### config.mk
export PLATFORM = sky130hd
export DESIGN_NAME = muldiv_seq
export DESIGN_NICKNAME = d
export VERILOG_FILES = /design/src/rtl/muldiv_pkg.sv /design/src/rtl/muldiv_step.sv /design/src/rtl/muldiv_seq.sv
export SDC_FILE = /design/constraint.sdc
export NUM_CORES = 1
export LEC_CHECK = 0
export BUFFER_PORTS_ARGS = -buffer_cell sky130_fd_sc_hd__buf_2
export CAP_MARGIN = 20
export CORE_MARGIN = 5
export CORE_UTILIZATION = 33
export CTS_CLUSTER_DIAMETER = 30
export DETAILED_ROUTE_END_ITERATION = 6
export SLEW_MARGIN = 20
export SYNTH_ARGS = -nofsm -noshare
export SYNTH_HDL_FRONTEND = slang
export SYNTH_SLANG_ARGS = --single-unit
### constraint.sdc
create_clock -name clk -period 3.77 [get_ports clk]
set_input_delay 0.1885 -clock clk [delete_from_list [all_inputs] [get_ports clk]]
set_output_delay 0.1885 -clock clk [all_outputs]
set_load 0.05 [all_outputs]
### src/rtl/muldiv_pkg.sv
// Shared definitions for the HI/LO multiply/divide sequencer, its decoder and the hazard unit.
package muldiv_pkg;

  localparam int unsigned XLEN = 32;

  localparam logic [5:0] FN_MFHI  = 6'h10;
  localparam logic [5:0] FN_MTHI  = 6'h11;
  localparam logic [5:0] FN_MFLO  = 6'h12;
  localparam logic [5:0] FN_MTLO  = 6'h13;
  localparam logic [5:0] FN_MULT  = 6'h18;
  localparam logic [5:0] FN_MULTU = 6'h19;
  localparam logic [5:0] FN_DIV   = 6'h1A;
  localparam logic [5:0] FN_DIVU  = 6'h1B;

  typedef enum logic [1:0] {
    S_IDLE,
    S_MUL,
    S_DIV,
    S_FIX
  } state_t;

  typedef enum logic {
    MODE_MUL,
    MODE_DIV
  } step_mode_t;

endpackage

### src/rtl/muldiv_step.sv
// One combinational iteration: shift-add multiply step or restoring divide step.
module muldiv_step #(
  parameter int unsigned XLEN = muldiv_pkg::XLEN
) (
  input  muldiv_pkg::step_mode_t mode,
  input  logic [XLEN-1:0]        acc,
  input  logic [XLEN-1:0]        op_reg,
  input  logic [XLEN-1:0]        operand,
  output logic [XLEN-1:0]        acc_next,
  output logic [XLEN-1:0]        op_next
);
  import muldiv_pkg::*;

  logic [XLEN:0] sum;
  logic [XLEN:0] shifted;
  logic [XLEN:0] diff;

  always_comb begin
    sum      = {1'b0, acc} + (op_reg[0] ? {1'b0, operand} : '0);
    shifted  = {acc, op_reg[XLEN-1]};
    diff     = shifted - {1'b0, operand};
    // multiply: {carry, acc, multiplier} shifts right one place
    acc_next = sum[XLEN:1];
    op_next  = {sum[0], op_reg[XLEN-1:1]};
    if (mode == MODE_DIV) begin
      // remainder < divisor keeps shifted below 2*divisor, so diff[XLEN] is the borrow
      if (!diff[XLEN]) begin
        acc_next = diff[XLEN-1:0];
        op_next  = {op_reg[XLEN-2:0], 1'b1};
      end else begin
        acc_next = shifted[XLEN-1:0];
        op_next  = {op_reg[XLEN-2:0], 1'b0};
      end
    end
  end

endmodule

### src/rtl/muldiv_seq.sv
// HI/LO multiply/divide sequencer: 32-iteration shift-add multiply / restoring divide,
// single-cycle mthi/mtlo and divide-by-zero, owns the architectural HI/LO registers.
module muldiv_seq #(
  parameter int unsigned XLEN = muldiv_pkg::XLEN
) (
  input  logic            clk,
  input  logic            rst_n,
  input  logic            start,
  input  logic [5:0]      funct,
  input  logic [XLEN-1:0] a,
  input  logic [XLEN-1:0] b,
  input  logic            flush,
  output logic            busy,
  output logic            done,
  output logic [XLEN-1:0] hi,
  output logic [XLEN-1:0] lo
);
  import muldiv_pkg::*;

  localparam int unsigned     CW       = $clog2(XLEN);
  localparam logic [CW-1:0]   CNT_LAST = CW'(XLEN - 1);

  state_t          state, state_next;
  logic [CW-1:0]   cnt;
  logic [XLEN-1:0] acc, opr, operand;
  logic [XLEN-1:0] acc_next, opr_next;
  logic            neg_lo, neg_hi, is_div;

  logic            is_signed, sa, sb;
  logic [XLEN-1:0] mag_a, mag_b;
  logic [2*XLEN-1:0] prod_fix;
  logic [XLEN-1:0] q_fix, r_fix;
  logic            accept;

  always_comb begin
    is_signed = (funct == FN_MULT) || (funct == FN_DIV);
    sa        = is_signed & a[XLEN-1];
    sb        = is_signed & b[XLEN-1];
    mag_a     = sa ? -a : a;
    mag_b     = sb ? -b : b;
    accept    = start && !flush;
    prod_fix  = neg_lo ? -{acc, opr} : {acc, opr};
    q_fix     = neg_lo ? -opr : opr;
    r_fix     = neg_hi ? -acc : acc;
  end

  muldiv_step #(.XLEN(XLEN)) u_step (
    .mode     (state == S_DIV ? MODE_DIV : MODE_MUL),
    .acc      (acc),
    .op_reg   (opr),
    .operand  (operand),
    .acc_next (acc_next),
    .op_next  (opr_next)
  );

  always_ff @(posedge clk or negedge rst_n) begin
    if (!rst_n) state <= S_IDLE;
    else        state <= state_next;
  end

  always_comb begin
    state_next = state;
    unique case (state)
      S_IDLE: begin
        if (accept) begin
          if (funct == FN_MULT || funct == FN_MULTU)                 state_next = S_MUL;
          else if ((funct == FN_DIV || funct == FN_DIVU) && b != '0) state_next = S_DIV;
        end
      end
      S_MUL, S_DIV: begin
        if (flush)                 state_next = S_IDLE;
        else if (cnt == CNT_LAST)  state_next = S_FIX;
      end
      S_FIX:   state_next = S_IDLE;
      default: state_next = S_IDLE;
    endcase
  end

  assign busy = (state != S_IDLE);

  always_ff @(posedge clk or negedge rst_n) begin
    if (!rst_n) begin
      cnt     <= '0;
      acc     <= '0;
      opr     <= '0;
      operand <= '0;
      neg_lo  <= 1'b0;
      neg_hi  <= 1'b0;
      is_div  <= 1'b0;
      hi      <= '0;
      lo      <= '0;
      done    <= 1'b0;
    end else begin
      done <= 1'b0;
      unique case (state)
        S_IDLE: begin
          if (accept) begin
            unique case (funct)
              FN_MULT, FN_MULTU: begin
                acc     <= '0;
                opr     <= mag_b;
                operand <= mag_a;
                neg_lo  <= sa ^ sb;
                neg_hi  <= sa ^ sb;
                is_div  <= 1'b0;
                cnt     <= '0;
              end
              FN_DIV, FN_DIVU: begin
                if (b == '0) begin
                  hi   <= a;
                  lo   <= '1;
                  done <= 1'b1;
                end else begin
                  acc     <= '0;
                  opr     <= mag_a;
                  operand <= mag_b;
                  neg_lo  <= sa ^ sb;
                  neg_hi  <= sa;
                  is_div  <= 1'b1;
                  cnt     <= '0;
                end
              end
              FN_MTHI: begin
                hi   <= a;
                done <= 1'b1;
              end
              FN_MTLO: begin
                lo   <= a;
                done <= 1'b1;
              end
              default: ;
            endcase
          end
        end
        S_MUL, S_DIV: begin
          acc <= acc_next;
          opr <= opr_next;
          cnt <= cnt + CW'(1);
        end
        S_FIX: begin
          if (!flush) begin
            if (is_div) begin
              hi <= r_fix;
              lo <= q_fix;
            end else begin
              hi <= prod_fix[2*XLEN-1:XLEN];
              lo <= prod_fix[XLEN-1:0];
            end
            done <= 1'b1;
          end
        end
        default: ;
      endcase
    end
  end

endmodule

Word-level counts from Yosys, hierarchy flattened
Index checks and enable logic that the tools add are counted.

Output and inout port bits: 66. Flip-flop bits (word level): 171. Logic and storage cells: 118. Input port bits: 74.

Equality and inequality tests: 20. Mux-type cells: 54. Add/subtract/negate cells: 8. Reductions and logical operators: 22. Bitwise operators: 3.

Operators by type and width (number): $mux W32 (21); $pmux W32 S2 (9); $neg A32 Y32 (4); $mux W64 (1); $neg A64 Y64 (1); $eq A6 B5 Y1 const B (6); $add A32 B33 Y33 (1); $sub A33 B32 Y33 (1); $logic_not A32 Y1 (1); $reduce_bool A32 Y1 (1); $pmux W5 S2 (2); $ne A3 B3 Y1 const B (4); $mux W2 (5); $mux W5 (2); $pmux W1 S2 (5); $reduce_and A5 Y1 (2); $ne A3 B2 Y1 const B (3); $mux W1 (8); $reduce_and A4 Y1 (2); $reduce_bool A2 Y1 (4); $reduce_or A2 Y1 (4); $ne A2 B2 Y1 const B (3); $pmux W2 S3 (1); $add A5 B1 Y5 const B (1); 10 further kinds (15).

Logic depth before layout (Yosys ltp)
Gate-level depths: netlist (run 1).

Word-level depth: 8. Gate-level depth with buffers: 14.

Hierarchy
A second synthesis (run 1) with hierarchy kept.

Cell total of the unflattened synthesis: 2124. Area, all modules: 16186.8 um^2.

By module, submodules not included: muldiv_seq (times used 1, cells an instance 1441, sequential area each 4279.1 um^2, area each 11477.3 um^2); muldiv_step (times used 1, cells an instance 683, sequential area each 0.0 um^2, area each 4709.5 um^2).

Least setup slack after synthesis (run 1)
No wires, ideal clock.

Kind: reg2reg. From: register opr[0]. To: register hi[22]. Arrival: 3218 ps. Setup slack: 419 ps. Period minus slack after synthesis: 3351 ps. Cell stages (with the launch flop): 13. Path through: dfrtp_1 inv_1 clkbuf_1 ha_1 or3b_2 nor4_1 nand4_1 o31a_1 a211oi_1 a221oi_1 xor2_1 mux2i_1 o21ai_0.

Longest elaborated chain between the ends: 5.

RTL lines: start: declaration (RTL line muldiv_seq.sv:25) `logic [XLEN-1:0] acc, opr, operand;`; start signal: assignment (RTL line muldiv_seq.sv:101) `opr <= mag_b;`; start signal: assignment (RTL line muldiv_seq.sv:115) `opr <= mag_a;`; start signal: assignment (RTL line muldiv_seq.sv:137) `opr <= opr_next;`; $neg A64 Y64 (RTL line muldiv_seq.sv:42) `prod_fix = neg_lo ? -{acc, opr} : {acc, opr};`; $mux W64 (RTL line muldiv_seq.sv:42); $mux W32 (RTL line muldiv_seq.sv:142) `if (is_div) begin`; $mux W32 (RTL line muldiv_seq.sv:141) `if (!flush) begin`; $pmux W32 S2 (RTL line muldiv_seq.sv:95) `unique case (state)`; end signal: assignment (RTL line muldiv_seq.sv:143) `hi <= r_fix;`; end signal: assignment (RTL line muldiv_seq.sv:146) `hi <= prod_fix[2*XLEN-1:XLEN];`; end: declaration (RTL line muldiv_seq.sv:15) `output logic [XLEN-1:0] hi,`.

No other way between the ends. The select of a mux whose other input is x is not followed. A chain may end at the register's enable or synchronous reset.

Worst setup path after layout (run 1)
From: register acc[1]. To: register hi[27].

Longest elaborated chain between the ends: 5.

RTL lines: start: declaration (RTL line muldiv_seq.sv:25); start signal: assignment (RTL line muldiv_seq.sv:136) `acc <= acc_next;`; $neg A64 Y64 / $neg A32 Y32 (equally long branches) (RTL line muldiv_seq.sv:42, muldiv_seq.sv:44); $mux W64 / $mux W32 (equally long branches) (RTL line muldiv_seq.sv:42, muldiv_seq.sv:44); $mux W32 (*) (RTL line muldiv_seq.sv:142); $mux W32 (*) (RTL line muldiv_seq.sv:141); $pmux W32 S2 (*) (RTL line muldiv_seq.sv:95).

Mark *: on every way between the ends. The rest lies on a longest branch, timed or not. The select of a mux whose other input is x is not followed.

==> summary.txt, run 1 <==
Run status
  • Status: finished, final reports clean

Synth
  • Mapped Area: ~0.016 sq mm
  • Synthesized flop and latch total: between 150 and 200
  • Post-synthesis sequential area ratio: 0.275
  • Synth Warn #: 0
  • Post-Synthesis Net Count: between 2k and 2.5k
  • Synth unique cells: between 70 and 80
  • Ys async rst share: 1.00
  • Mapped Cells: 2033
  • Post-synth EDFFs: 0
  • Mapped Avg Cell Area: 7.66 sq um
  • Top FF cell, synth: dfrtp_1

Power and ir drop
  • Sw power: 7.83 mW
  • Power Internal: 7.02 mW
  • P_leak: approximately 7.6 nW
  • Flop pwr share: 0.221
  • Clock network power share: 0.123
  • Net Sw Frac: 0.527
  • Pwr per Cell Area: 837 mW/mm^2
  • Total power: 14.8 mW
  • Max VDD drop: 0.624 mV
  • Comb pwr share: 0.657

STA
  • FMAX: ~280 MHz
  • Fin Setup TNS: 0 ns
  • Max-slew headroom: 0.298
  • WHS: 0.0781 ns
  • Unrepaired setup endpoints after global routing: false
  • Final Hold Fails: 0
  • Final WS setup: between 0.2 and 0.25 ns
  • Worst Tran Pin Value: 1.05 ns
  • Fin. max-slew vios: 0
  • Final setup viols: 0
  • Final worst-path cycle share: 0.943
  • Worst clock skew: 0.0227 ns
  • Fin crit period: 3.55 ns

Clock network
  • CTS tree: done
  • Reg clk slew, reported paths: 0.08 ns
  • CTS H-tree lvls: 4
  • Clk sinks: 171
  • Total CTS buffers: 17
  • Bufs on Longest Clock Path: 2
  • Root buf cell: clkbuf_16
  • Clock latency on the worst-skew pair: 0.48 ns

Critical path
  • Reg-to-Reg End: hi[27]
  • Crit path launch type: register
  • Reg2reg path depth: 8
  • R2R Path Start: acc[1]
  • Maximum fanout along the worst path: 7
  • WS Path Type: reg -> reg
  • Reg2Reg Setup Slack: 0.22 ns
  • Worst endpoint data arrival time: 3.93 ns
  • Data required, critical path: approximately 4.2 ns
  • Worst Setup End Kind: register

Routing
  • TritonRoute pass-1 iters: 6
  • Routed WL: about 61000 um
  • Vias/cell: 5.80
  • DRC: 0
  • Antenna Violating Nets Remaining: 0
  • DR vias: approximately 16k
  • Mean routed wirelength per cell: 22.1 um
  • Drt initial violations: approximately 1.6k

Die
  • Core Rows: 79
  • Die Height: 227 um
  • Initial core utilization: 0.334
  • Chip width: between 200 and 250 um
  • Core ar.: 0.0467 sq mm
  • Io pins: 140
  • Die area: 0.0517 sq mm

GRT
  • Total GRT Usage: 0.229
  • GRT met2 Usage: 0.342
  • Vias in the first global route: 14.7k
  • Global-route wire length before repair: 91000 um
  • Largest net degree at the start of global routing: 94
  • Gr ovfl total: 0
  • Top Usage Layer GRT: met2
  • Antenna violations before repair: 1
  • Met3 Track Usage GR: 0.0554
  • Met1 usage: 0.332

Min path
  • Hold Path Depth: 3
  • Worst min-delay path category: in -> reg
  • Hold path start: b[0]
  • Hold path endpoint: operand[0]

Cells and area
  • Final #Nets: 2281
  • Synthesis-to-finish area growth: 13.8%
  • Share of layout cells above drive strength 1: 0.148
  • Final std cells w/o fill: 2751
  • Final instance area: between 0.015 and 0.02 sq mm
  • Final core occ: 0.380
  • Number of diodes: 0

Job
  • Number of max-cap violations: 0

Place
  • Post-DP HPWL: 47600 um
  • Buffers added on ports: 139
  • Inst Count DP: roughly 2.7k
  • Placer congestion estimate: 0.961
  • Dpl cell area: 0.0171 sq mm
  • Post-placement setup slack: 0.195 ns
[Yosys cell counts (18+ instances only)]
library cell / n / area, sq um
o31ai_1: 32 / 240
nand3_1: 32 / 160
a211oi_1: 25 / 188
a21o_1: 30 / 225
xnor2_1: 90 / 788
o211ai_1: 21 / 158
dfrtp_1: 171 / 4280
o21ai_0: 190 / 951
nor3_1: 34 / 170
or3_1: 21 / 131
mux2i_1: 47 / 470
nand2b_1: 22 / 138
and2_1: 18 / 113
ha_1: 74 / 926
a21oi_1: 171 / 856
mux2_2: 51 / 574
nand2_1: 226 / 848
inv_1: 72 / 270
xor2_1: 77 / 674
clkbuf_1: 104 / 390
nor2_1: 247 / 927
a31oi_1: 31 / 194
[cell type report]
cell class	instances	area, sq um
fill	4854	28900
multi-input combinational	1662	10500
sequential	171	4280
timing repair buffer	207	1310
tap	607	759
clock buffer	17	425
inverter	72	270
clock inverter	15	158
[state kept, by name, indices dropped and copies added, names as in the netlist]
register / count
acc: 32
cnt: 5
done: 1
hi: 32
is_div: 1
lo: 32
neg_hi: 1
neg_lo: 1
operand: 32
opr: 32
state: 2
[power groups by stage]
stage / registers (mW) / clock network, mW / logic (mW)
final: 3.27 / 1.82 / 9.75
after global routing: 3.35 / 1.91 / 10.5
after CTS: 3.25 / 1.85 / 9.63
after detailed placement: 3.28 / 0 / 9.59
after global placement: 3.26 / 0 / 9.53
after floorplan: 3.94 / 0 / 6.10
[worst max-delay path by stage]
stage                  from      end  depth (start not counted)
finish               acc[1]   hi[27]                          8
global route        opr[31]  acc[24]                         14
CTS                  acc[1]   hi[27]                          8
detailed placement   acc[1]   hi[27]                          8
global placement     opr[0]  acc[29]                         12
floorplan            opr[0]   hi[22]                         12
[cells by family (layout without fill, tap and decap cells)]
group,after synthesis,after routing,synth area share
buffers and inverters,200,311,0.0508
xor gates and xnor gates,167,167,0.0939
DFF,171,171,0.275
and+or+nand+nor,695,695,0.202
adders and majority gates,76,76,0.0620
AOI/OAI and AO/OA,626,626,0.250
muxes,98,98,0.0671
[layer usage]
| metal | vias to the layer above | part of all wire |
|---|---|---|
| met3 | 80 | 0.085 |
| met2 | 668 | 0.43 |
| met5 | - | 0 |
| met1 | 7733 | 0.46 |
| met4 | 0 | 0.022 |
| li1 | 7472 | - |
[critical path, stage by stage (launching register included)]
cell and delay [ns]:
dfrtp_1 0.46, or4_1 0.57, or4_1 0.54, or4_1 0.61, or2_1 0.28, a2111oi_1 0.51, o21ai_0 0.15, a31o_2 0.26
o21ai_1 0.10
[cells in the final DEF, fill, tap and decap left out, types with 8 or more instances in the layout]
master	synthesis	routed
clkbuf_16	0	17
nor3_1	34	34
nand2b_1	22	22
o21bai_1	8	8
o21ai_0	190	190
nand2_1	226	225
ha_1	74	72
nand4_1	14	14
o41ai_1	12	12
o221ai_1	8	8
buf_4	2	59
dfrtp_1	171	171
xnor2_1	90	90
or2_2	9	8
a22oi_1	13	13
o31ai_1	32	32
o211ai_1	21	21
nand3_1	32	32
a21o_1	30	29
o21a_1	14	14
buf_2	14	138
nor2_1	247	246
a31oi_1	31	31
and3_1	11	10
or4_1	16	16
a21oi_1	171	171
inv_1	72	72
and2_1	18	18
xor2_1	77	77
nor2b_1	9	9
mux2i_1	47	47
a211oi_1	25	25
mux2_2	51	51
or3_1	21	21
nor4_1	17	16
[repair_timing]
action,4_1_cts,5_1_grt
endpoints found under the hold margin,92,0
endpoints found under the setup margin,0,4
hold buffers,2,0
gates resized for setup,0,1
buffers inserted,0,1
No activity file was read; power rests on OpenSTA's default activity.
==> run 2: changes to the inputs <==
--- a/config.mk
+++ b/config.mk
@@ -11,6 +11,7 @@
 export CORE_UTILIZATION = 33
 export CTS_CLUSTER_DIAMETER = 30
 export DETAILED_ROUTE_END_ITERATION = 6
+export PLACE_DENSITY_LB_ADDON = 0.08
 export SLEW_MARGIN = 20
 export SYNTH_ARGS = -nofsm -noshare
 export SYNTH_HDL_FRONTEND = slang
==> summary.txt, run 2 (synthesis gave the netlist of run 1 again) <==
Die
  • Core ar.: 0.0467 sq mm (unchanged)
  • Chip width: 227 um (unchanged)
  • Initial core utilization: 0.334 (unchanged)
  • Die Height: 227 um (unchanged)
  • Core Rows: 79 (unchanged)
  • Die area: 0.0517 sq mm (unchanged)
  • Io pins: 140 (unchanged)

GRT
  • Gr ovfl total: 0 (unchanged)
  • Largest net degree at the start of global routing: 101 (was 94)
  • Antenna violations before repair: 5 (was 1)
  • Total GRT Usage: 0.249 (was 0.229)
  • Vias in the first global route: 15.1k (was 14.7k)
  • Global-route wire length before repair: 96300 um (was 91000 um)

Cells and area
  • Number of diodes: 0 (unchanged)
  • Commonest cells after routing, fill and taps aside: nor2_1, nand2_1, o21ai_0, a21oi_1, dfrtp_1 (unchanged)
  • Share of layout cells above drive strength 1: 0.160 (was 0.148)
  • Final std cells w/o fill: 2780 (was 2751)
  • Synthesis-to-finish area growth: 15.4% (was 13.8%)
  • Final #Nets: 2310 (was 2281)
  • Most common cell after layout, fill and taps aside: nor2_1 (unchanged)
  • Filler cells: 4956 (was 4854)
  • Final instance area: 0.0180 sq mm (was 0.0177 sq mm)

Routing
  • Mean routed wirelength per cell: 23.6 um (was 22.1 um)
  • DR vias: 15.7k (was 16.0k)
  • TritonRoute pass-1 iters: 5 (was 6)
  • Routed WL: 65500 um (was 60800 um)
  • Drt initial violations: 1223 (was 1580)
  • Antenna Violating Nets Remaining: 0 (unchanged)
  • WL met2: 28400 um (was 26300 um)
  • Met1 Wirelength: 31200 um (was 28000 um)
  • Top sig layer: met5 (was met4)
  • Vias/cell: 5.66 (was 5.80)
  • DRC: 0 (unchanged)
  • Met3 WL: 3790 um (was 5150 um)

STA
  • Fin. max-slew vios: 0 (unchanged)
  • Final setup viols: 0 (unchanged)
  • Max-slew headroom: 0.287 (was 0.298)
  • Unrepaired setup endpoints after global routing: false (unchanged)
  • Final worst-path cycle share: 0.943 (about the same)
  • Fin crit period: 3.55 ns (about the same)
  • Worst clock skew: 0.0208 ns (was 0.0227 ns)
  • Worst Tran Pin Value: 1.07 ns (was 1.05 ns)
  • FMAX: 281 MHz (about the same)
  • Final Hold Fails: 0 (unchanged)

Place
  • Dpl cell area: 0.0174 sq mm (was 0.0171 sq mm)
  • Placer congestion estimate: 0.909 (was 0.961)
  • Buffers added on ports: 139 (unchanged)
  • Post-DP HPWL: 51900 um (was 47600 um)
  • Inst Count DP: 2746 (was 2716)

Run status
  • Status: finished, final reports clean (unchanged)

Clock network
  • Bufs on Longest Clock Path: 2 (unchanged)
  • Number of setup buffers added after CTS: 0 (unchanged)
  • CTS H-tree lvls: 4 (unchanged)
  • Reg clk slew, reported paths: 0.08 ns (about the same)
  • Root buf cell: clkbuf_16 (unchanged)
  • Clock latency on the worst-skew pair: 0.50 ns (was 0.48 ns)
  • Number of gates resized after CTS: 0 (unchanged)
  • CTS tree: done (unchanged)
  • Total CTS buffers: 17 (unchanged)
  • Clk sinks: 171 (unchanged)

Critical path
  • Reg2reg path depth: 13 (was 8)
  • WS Path Type: reg -> reg (unchanged)
  • Worst endpoint data arrival time: 3.96 ns (was 3.93 ns)
  • Maximum fanout along the worst path: 19 (was 7)
  • Crit path launch type: register (unchanged)
  • Worst Setup End Kind: register (unchanged)
  • Data required, critical path: 4.18 ns (was 4.15 ns)

Job
  • Number of max-cap violations: 0 (unchanged)

Power and ir drop
  • Max VDD drop: 0.504 mV (was 0.624 mV)
  • Total power: 15.4 mW (was 14.8 mW)
  • Pwr per Cell Area: 854 mW/mm^2 (was 837 mW/mm^2)
  • P_leak: 7.75 nW (was 7.59 nW)

Min path
  • Hold Path Depth: 3 (unchanged)
  • Worst min-delay path category: in -> reg (unchanged)
-- run 2: cell types whose count changed in the layout (fill, tap and decap cells not counted), sizes merged --
cell      change
clkbuf        +1
inv           +3
clkinv        -1
buf          +28
clkinvlp      -2
-- run 2: path summary, 6_finish.rpt --
check | start | endpoint | slack (ns)
max in group asynchronous | rst_n | acc[27] | 2.38
setup reg to reg | opr[31] | acc[0] | 0.22
hold / removal | b[0] | operand[0] | 0.09
min in group asynchronous | rst_n | acc[21] | 0.35
setup / recovery | opr[31] | acc[0] | 0.22
hold reg to reg | hi[16] | hi[16] | 0.47
-- run 2: repair_timing --
action | CTS | global route
setup endpoints to repair | 0 | 2
endpoints found under the hold margin | 98 | 0
hold buffers | 2 | 0
-- run 2: area by class of cell --
cell class,instances,area (sq um),share of cell area
Clock inverter,15,171,0.00953
Multi-Input combinational cell,1662,10500,0.587
Tap cell,607,759,0.0422
Timing Repair Buffer,236,1530,0.0848
Sequential cell,171,4280,0.238
Clock buffer,17,425,0.0237
Inverter,72,270,0.0150
-- run 2: critical path, stage by stage (launching register included) --
cell       delay, ns
dfrtp_1         0.40
inv_1           0.12
ha_1            0.24
fa_1            0.39
nor2b_1         0.24
o2111ai_1       0.20
a31oi_1         0.25
a21oi_1         0.15
o21a_1          0.24
o211ai_1        0.31
buf_12          0.23
mux2_2          0.34
mux2_2          0.26
o22ai_1         0.10
-- run 2: stage by stage --
stage          utilization  worst slack [ns]  TNS (ns)  hold WS (ns)
2_1_floorplan            -             0.419         0        -0.107
3_3_place_gp         0.372           -0.0320   -0.0320         0.372
3_5_place_dp         0.372            0.0323         0         0.369
4_1_cts              0.385             0.230         0        0.0389
5_1_grt              0.385           0.00508         0        0.0895
6_report             0.385             0.216         0        0.0854
-- run 2: routing by layer --
layer / up-vias / GRT usage
met5: - / 0
met4: 2 / 0.0901
met3: 98 / 0.0489
met2: 477 / 0.373
met1: 7616 / 0.358
li1: 7536 / -
-- run 2: report_power, final --
part | internal (mW) | leakage [nW] | switching [mW] | total (mW)
clock | 0.949 | 0.292 | 0.956 | 1.91
combinational | 3.76 | 5.34 | 6.47 | 10.2
sequential | 2.50 | 2.12 | 0.722 | 3.22
==> run 3: changes to the inputs <==
--- a/config.mk
+++ b/config.mk
@@ -8,9 +8,10 @@
 export BUFFER_PORTS_ARGS = -buffer_cell sky130_fd_sc_hd__buf_2
 export CAP_MARGIN = 20
 export CORE_MARGIN = 5
-export CORE_UTILIZATION = 33
+export CORE_UTILIZATION = 41
 export CTS_CLUSTER_DIAMETER = 30
 export DETAILED_ROUTE_END_ITERATION = 6
+export GPL_TIMING_DRIVEN = 0
 export PLACE_DENSITY_LB_ADDON = 0.08
 export SLEW_MARGIN = 20
 export SYNTH_ARGS = -nofsm -noshare
==> summary.txt, run 3 (synthesis gave the netlist of run 1 again) <==
STA
  • Max-slew headroom: 0.262 (was 0.287)
  • FMAX: 268 MHz (was 281 MHz)
  • Worst Tran Pin Value: 1.11 ns (was 1.07 ns)
  • Fin Setup TNS: 0 ns (unchanged)
  • Final Hold Fails: 0 (unchanged)
  • Fin crit period: 3.73 ns (was 3.55 ns)
  • Fin. max-slew vios: 0 (unchanged)
  • Worst clock skew: 0.0223 ns (was 0.0208 ns)
  • Unrepaired setup endpoints after global routing: false (unchanged)
  • Final setup viols: 0 (unchanged)
  • Final worst-path cycle share: 0.989 (was 0.943)

Routing
  • Mean routed wirelength per cell: 25.5 um (was 23.6 um)
  • DR vias: 16.7k (was 15.7k)
  • Drt initial violations: 1978 (was 1223)
  • Antenna Violating Nets Remaining: 0 (unchanged)
  • TritonRoute pass-1 iters: 6 (was 5)
  • DRC: 0 (unchanged)
  • Routed WL: 69200 um (was 65500 um)
  • Vias/cell: 6.14 (was 5.66)

Die
  • Die Height: 205 um (was 227 um)
  • Initial core utilization: 0.415 (was 0.334)
  • Core ar.: 0.0376 sq mm (was 0.0467 sq mm)
  • Core Rows: 71 (was 79)
  • Die area: 0.0420 sq mm (was 0.0517 sq mm)
  • Io pins: 140 (unchanged)
  • Chip width: 205 um (was 227 um)

GRT
  • Antenna violations before repair: 1 (was 5)
  • Vias in the first global route: 15.6k (was 15.1k)
  • Global-route wire length before repair: 101000 um (was 96300 um)
  • Total GRT Usage: 0.321 (was 0.249)
  • Largest net degree at the start of global routing: 72 (was 101)
  • Gr ovfl total: 0 (unchanged)

Critical path
  • Maximum fanout along the worst path: 8 (was 19)
  • Worst endpoint data arrival time: 4.05 ns (was 3.96 ns)
  • Worst Setup End Kind: register (unchanged)
  • Crit path launch type: register (unchanged)
  • Data required, critical path: 4.09 ns (was 4.18 ns)
  • WS Path Type: reg -> reg (unchanged)

Cells and area
  • Number of diodes: 0 (unchanged)
  • Filler cells: 3867 (was 4956)
  • Multi-input gate area: 0.0106 sq mm (was 0.0105 sq mm)
  • Share of layout cells above drive strength 1: 0.134 (was 0.160)
  • Final std cells w/o fill: 2717 (was 2780)
  • Synthesis-to-finish area growth: 14.0% (was 15.4%)
  • Storage element area: 0.00428 sq mm (about the same)
  • Most common cell after layout, fill and taps aside: nor2_1 (unchanged)
  • Final #Nets: 2344 (was 2310)
  • Commonest cells after routing, fill and taps aside: nor2_1, nand2_1, o21ai_0, a21oi_1, dfrtp_1 (unchanged)

Clock network
  • CTS H-tree lvls: 4 (unchanged)
  • Reg clk slew, reported paths: 0.09 ns (was 0.08 ns)
  • Root buf cell: clkbuf_16 (unchanged)
  • Bufs on Longest Clock Path: 2 (unchanged)
  • Clock latency on the worst-skew pair: 0.48 ns (was 0.50 ns)
  • CTS tree: done (unchanged)
  • Total CTS buffers: 17 (unchanged)
  • Clk sinks: 171 (unchanged)

Run status
  • Status: finished, final reports clean (unchanged)

Job
  • Number of max-cap violations: 0 (unchanged)

Min path
  • Worst min-delay path category: in -> reg (unchanged)

Power and ir drop
  • Max VDD drop: 0.469 mV (was 0.504 mV)
  • Pwr per Cell Area: 879 mW/mm^2 (was 854 mW/mm^2)
  • P_leak: 7.53 nW (was 7.75 nW)
  • Total power: 15.6 mW (was 15.4 mW)

Place
  • Placer congestion estimate: 0.987 (was 0.909)
  • Buffers added on ports: 134 (was 139)
  • Post-DP HPWL: 54600 um (was 51900 um)
  • Inst Count DP: 2682 (was 2746)
[run 3: what timing repair did]
item | CTS | global route
pin swaps | 3 | 1
buffers inserted | 4 | 0
hold buffers | 2 | 0
resized for setup | 25 | 24
endpoints found under the setup margin | 64 | 80
endpoints found under the hold margin | 50 | 0
[run 3: cell type report]
cell class / instances / share of cell area
buffer: 126 / 0.0311
clock buffer: 17 / 0.0240
clock inverter: 14 / 0.00881
inverter: 72 / 0.0152
multi-input combinational: 1662 / 0.599
sequential: 171 / 0.241
tap: 511 / 0.0360
timing repair buffer: 144 / 0.0451
[run 3: per-stage QoR]
stage	cell area [sq um]	util	hold WS (ns)	worst slack, ns
3_3_place_gp	16900	0.449	0.444	-1.21
3_5_place_dp	17000	0.452	0.114	-1.22
4_1_cts	17700	0.471	0.111	0.0221
2_1_floorplan	15600	-	-0.107	0.419
5_1_grt	17800	0.473	0.152	0.00354
6_report	17800	0.473	0.132	0.0417
[run 3: power by group]
part	switching [mW]	internal (mW)
logic	6.97	3.52
clock network	0.907	0.934
registers	0.785	2.50
[run 3: final timing paths]
check | start | endpoint | slack [ns] | depth (start not counted)
setup / recovery | acc[19] | hi[30] | 0.04 | 9
hold / removal | b[31] | neg_lo | 0.13 | 4
setup reg to reg | acc[19] | hi[30] | 0.04 | 9
hold reg to reg | hi[13] | hi[13] | 0.47 | 2
max in group asynchronous | rst_n | opr[22] | 2.51 | 4
min in group asynchronous | rst_n | acc[19] | 0.21 | 2
[run 3: routing by layer]
metal | part of all wire | global-route usage
met5 | 0 | 0
met4 | 0.037 | 0.112
met3 | 0.094 | 0.0564
met2 | 0.42 | 0.477
met1 | 0.44 | 0.470
[run 3: critical path, stage by stage, from the launching register on]
cell and delay, ns:
dfrtp_1 0.59, or4_1 0.56, or3_1 0.38, or3_1 0.37, or3_1 0.44, or3_1 0.35, o31ai_1 0.26, a22oi_1 0.13
xnor2_1 0.31, o221ai_1 0.18
